<file path="src/rtl/lsu_ctrl.sv">
// Load/store unit controller: turns single core load/store requests into
// word-aligned bus transactions with alignment checks, timeout and load extension.
module lsu_ctrl (
  input  logic        clk,
  input  logic        rst_n,
  input  logic        mem_we,
  input  logic        mem_re,
  input  logic [2:0]  data_mem_opr,
  input  logic [3:0]  data_mem_opw,
  input  logic [31:0] addr,
  input  logic [31:0] wdata,
  output logic        stall,
  output logic [31:0] rdata,
  output logic        done,
  output logic        err,
  output logic        bus_req,
  output logic        bus_we,
  output logic [31:0] bus_addr,
  output logic [3:0]  bus_wstrb,
  output logic [31:0] bus_wdata,
  input  logic        bus_gnt,
  input  logic        bus_rvalid,
  input  logic [31:0] bus_rdata
);

  typedef enum logic [2:0] {IDLE, REQ, WAIT_R, DONE, ERR} state_t;

  state_t      state;
  logic [7:0]  wait_cnt;
  logic [2:0]  ld_type;
  logic [1:0]  ld_off;

  logic        access;
  logic [1:0]  size;        // 0 byte, 1 half, 2 word
  logic        misaligned;
  logic [31:0] wdata_rep;
  logic [31:0] rd_shift;
  logic [31:0] rd_ext;

  assign access = mem_we | mem_re;

  // A store wins when both strobes are high, so the size comes from the store mask.
  always_comb begin
    size = 2'd2;
    if (mem_we) begin
      case (data_mem_opw)
        4'b0001: size = 2'd0;
        4'b0011: size = 2'd1;
        default: size = 2'd2;
      endcase
    end else begin
      case (data_mem_opr[1:0])
        2'b00:   size = 2'd0;
        2'b01:   size = 2'd1;
        default: size = 2'd2;
      endcase
    end
  end

  assign misaligned = ((size == 2'd1) && addr[0]) ||
                      ((size == 2'd2) && (addr[1:0] != 2'b00));

  always_comb begin
    case (size)
      2'd0:    wdata_rep = {4{wdata[7:0]}};
      2'd1:    wdata_rep = {2{wdata[15:0]}};
      default: wdata_rep = wdata;
    endcase
  end

  assign rd_shift = bus_rdata >> {ld_off, 3'b000};

  always_comb begin
    case (ld_type[1:0])
      2'b00:   rd_ext = ld_type[2] ? {24'b0, rd_shift[7:0]}
                                   : {{24{rd_shift[7]}}, rd_shift[7:0]};
      2'b01:   rd_ext = ld_type[2] ? {16'b0, rd_shift[15:0]}
                                   : {{16{rd_shift[15]}}, rd_shift[15:0]};
      default: rd_ext = rd_shift;
    endcase
  end

  assign stall = rst_n & (((state == IDLE) & access) | (state == REQ) | (state == WAIT_R));

  always_ff @(posedge clk) begin
    if (!rst_n) begin
      state     <= IDLE;
      wait_cnt  <= 8'd0;
      ld_type   <= 3'd0;
      ld_off    <= 2'd0;
      bus_req   <= 1'b0;
      bus_we    <= 1'b0;
      bus_addr  <= 32'd0;
      bus_wstrb <= 4'd0;
      bus_wdata <= 32'd0;
      rdata     <= 32'd0;
      done      <= 1'b0;
      err       <= 1'b0;
    end else begin
      done <= 1'b0;
      err  <= 1'b0;
      case (state)
        IDLE: begin
          if (access) begin
            if (misaligned) begin
              state <= ERR;
              err   <= 1'b1;
            end else begin
              state     <= REQ;
              bus_req   <= 1'b1;
              wait_cnt  <= 8'd0;
              bus_addr  <= {addr[31:2], 2'b00};
              bus_we    <= mem_we;
              bus_wstrb <= data_mem_opw << addr[1:0];
              bus_wdata <= wdata_rep;
              ld_type   <= data_mem_opr;
              ld_off    <= addr[1:0];
            end
          end
        end
        REQ: begin
          // Timeout has priority so a grant in the expiring cycle is not honoured.
          if (wait_cnt == 8'hFF) begin
            state   <= ERR;
            err     <= 1'b1;
            bus_req <= 1'b0;
          end else begin
            wait_cnt <= wait_cnt + 8'd1;
            if (bus_gnt) begin
              bus_req <= 1'b0;
              if (bus_we) begin
                state <= DONE;
                done  <= 1'b1;
              end else begin
                state <= WAIT_R;
              end
            end
          end
        end
        WAIT_R: begin
          if (wait_cnt == 8'hFF) begin
            state <= ERR;
            err   <= 1'b1;
          end else if (bus_rvalid) begin
            state <= DONE;
            done  <= 1'b1;
            rdata <= rd_ext;
          end else begin
            wait_cnt <= wait_cnt + 8'd1;
          end
        end
        DONE:    state <= IDLE;
        ERR:     state <= IDLE;
        default: state <= IDLE;
      endcase
    end
  end

endmodule

</file>
<file path="config.mk">
export PLATFORM = sky130hd
export DESIGN_NAME = lsu_ctrl
export DESIGN_NICKNAME = d
export VERILOG_FILES = /design/src/rtl/lsu_ctrl.sv
export SDC_FILE = /design/constraint.sdc
export NUM_CORES = 1
export LEC_CHECK = 0
export BUFFER_PORTS_ARGS = -buffer_cell sky130_fd_sc_hd__buf_2
export CAP_MARGIN = 10
export CORE_ASPECT_RATIO = 0.75
export CORE_UTILIZATION = 49
export DETAILED_ROUTE_END_ITERATION = 16
export PLACE_DENSITY_LB_ADDON = 0.05
export SKIP_CTS_REPAIR_TIMING = 1
export SLEW_MARGIN = 30
export SYNTH_ARGS = -nofsm -noshare
export SYNTH_HDL_FRONTEND = slang
export SYNTH_SLANG_ARGS = --single-unit
</file>
<file path="constraint.sdc">
create_clock -name clk -period 2.2 [get_ports clk]
set_input_delay 0.44 -clock clk [delete_from_list [all_inputs] [get_ports clk]]
set_output_delay 0.44 -clock clk [all_outputs]
set_load 0.01 [all_outputs]
</file>
==> impl_results.md <==
* Outcome: finished, final reports clean
* CP Max Fanout at 10
* Endpoints failing hold at 0
* Net count, final at 972
* Worst path cell trace: or3_4 > nor2_4 > o21a_1 > buf_2
* Register area share after synthesis at 0.435
* RSZ-0062 raised after global routing: false
* Placer Congestion at ~0.89
* DRT Pass-1 Iters at 5
* Post-synth top flop: dfxtp_1
* Placed cell areas at roughly 0.0068 mm²
* Setup ws final at 0.0692 ns
* Mapped Area at about 0.0054 mm²
* Yosys top cell area share at 0.435
* Total CTS buffers at 17
* Crit. End Element: output pin
* Final ANT Viol Nets at 0
* Die H at 93.2 µm
* Reg power frac at 0.370
* CTS tree: yes
* Ys async rst share at 0
* Setup Skew at around 0.009 ns
* Top-count cell post-synth: nand2_1
* Final setup vio count at 0
* # fillers at around 870
* Clock period minus worst slack at roughly 2.1 ns
* Final Max Tran Viols at 0
* YS warnings at 0
* Post-Syn Instances at between 600 and 700
* Lkg Pwr at roughly 3.4 nW
* Slowest stage delay, CP at ~0.43 ns
* Max_slew headroom at 0.566
* Max_cap viols at 0
* Comb power frac at 0.203
* WL/cell at 15.7 µm
* Hold_ws at about 0.27 ns
* Ant diodes at 0
* Max clock buf depth at 2
* Drt drc at 0
* Peak supply drop at 701 µV
* Synthesized area per cell at 8.41 µm²
* DRT Wirelength at ~16 mm
* Number of synthesized flops with an enable pin at 0
* Worst skew pair latency at slightly above 0.4 ns
* Fmax at about 470 MHz
* Proportion of power drawn by the clock network at 0.428
* GRT Total Usage at 0.281
* Synth top area cells: dfxtp_1, nand2_1, a21boi_0
* Psw at 0.00185 W
* First-pass GRT wire length at roughly 25 mm
* Initial antenna violation count at 0
* Vias at 5599
* Root Driver: clkbuf_16
* Sequential Area at approximately 0.0024 mm²
* Design area at 0.00741 mm²
* Required time worst endpoint at 1.76 ns
* DR vias/cell at between 5 and 6
* Htree depth at 4
* CP Class: flip-flop to output pin
* Layout Utilization at 0.703
* GRT Residual Overflow at 0
* Starting Density at 0.516
* Cell Pwr Density at around 890 mW/mm²
* Largest net degree at the start of global routing at ~120
* Most instantiated cells after synthesis: nand2_1, dfxtp_1, a21oi_1
* Fraction of layout cells with a size suffix above 1 at 0.342
* # clock sinks at ~120
* Internal at 0.00476 W
* Multi-input gate area at approximately 0.0029 mm²
* Die Area at 0.0115 mm²
* IO Port Bufs at ~210
* Area leader, netlist: dfxtp_1
* Startpoint types: flip-flop
* Net Sw Frac at 0.280
* DIE WIDTH at 124 µm
* I/O pin count at ~210
* Syn-to-layout area delta at 36.3%
* Yosys cell types at 58
* Final period utilization at 0.969
* Synth Register Bits at around 120
* Core ar. at 0.0105 mm²
* WP data arrival at approximately 1.7 ns
* CP max stage cell: or3_4
* Vias in the first global route at 5291
* Worst slew pin tran at around 0.65 ns
* Clk pin slew, worst setup/hold paths at ~0.06 ns
* Starting DRT DRC Count at 372
* Row count at 32
* Dpl hpwl at between 10 and 15 mm
* Hold Crit Class: input port to flip-flop
* Dpl ws at roughly 0.022 ns
power groups by stage:
| stage | logic (W) | registers [W] | clock network, W |
|---|---|---|---|
| final | 0.00134 | 0.00244 | 0.00283 |
| after global routing | 0.00147 | 0.00246 | 0.00298 |
| after CTS | 0.00132 | 0.00244 | 0.00286 |
| after detailed placement | 0.00131 | 0.00248 | 0 |
| after global placement | 0.00129 | 0.00247 | 0 |
| after floorplan | 0.000707 | 0.00253 | 0 |
critical path: cells and delay by family (launching register included):
family	cells	cell delay [ns]
simple gates	2	0.61
buf+inv	1	0.14
flops	1	0.37
compound gates	1	0.16
cells by family after synthesis:
family	share of synthesized area
AND/OR/NAND/NOR	0.189
AO/OA/AOI/OAI	0.260
flip-flops	0.435
buffers and inverters	0.0467
multiplexers	0.0668
adder cells (fa/ha/maj)	0.00230
other	0.000690
placed cells by master, fill, tap and decap left out, drive strengths merged, types with 4 or more instances in the layout:
cell type  instances
buf              245
nand2            166
dfxtp            118
a21boi            54
a21oi             47
o21ai             46
mux2i             25
clkbuf            21
o211a             18
nand3             14
nor2              14
o211ai             9
nor2b              9
mux2               8
a221oi             8
nor3               7
a211oi             6
inv                6
o22ai              4
clkinvlp           4
nand2b             4
path summary, 6_finish.rpt:
check / cells after the start / startpoint / slack (ns) / end
worst max-delay path: 4 / state[0] / 0.07 / stall
worst min-delay path: 2 / bus_gnt / 0.27 / state[0]
worst min register to register: 2 / bus_wdata[7] / 0.46 / bus_wdata[7]
worst max register to register: 7 / wait_cnt[0] / 0.19 / wait_cnt[5]
registers in the layout, summed over array words and instances (netlist names):
name,flops
rdata,32
bus_we,1
done,1
bus_wstrb,4
wait_cnt,8
bus_wdata,32
state,3
ld_type,3
bus_req,1
ld_off,2
bus_addr,30
err,1
routing by layer:
| metal | global-route usage | share of wire |
|---|---|---|
| met1 | 0.353 | 0.42 |
| met2 | 0.456 | 0.48 |
| met3 | 0.0835 | 0.082 |
| met4 | 0.100 | 0.017 |
| met5 | 0 | 0 |
layout make-up:
class                           instances  area share
Inverter                                4     0.00203
Sequential cell                       118       0.319
Multi-Input combinational cell        476       0.385
Clock buffer                           21      0.0622
Tap cell                              136      0.0230
Clock inverter                         11      0.0199
Timing Repair Buffer                  245       0.189
through the flow:
step / setup TNS, ns / total power (W) / instances
6_report: 0 / 0.00661 / 1011
5_1_grt: 0 / 0.00692 / 1011
4_1_cts: -0.209 / 0.00662 / 1010
3_5_place_dp: 0 / 0.00379 / 978
3_3_place_gp: 0 / 0.00376 / 978
2_1_floorplan: 0 / 0.00324 / 647
(Power assumes the default switching activity.)
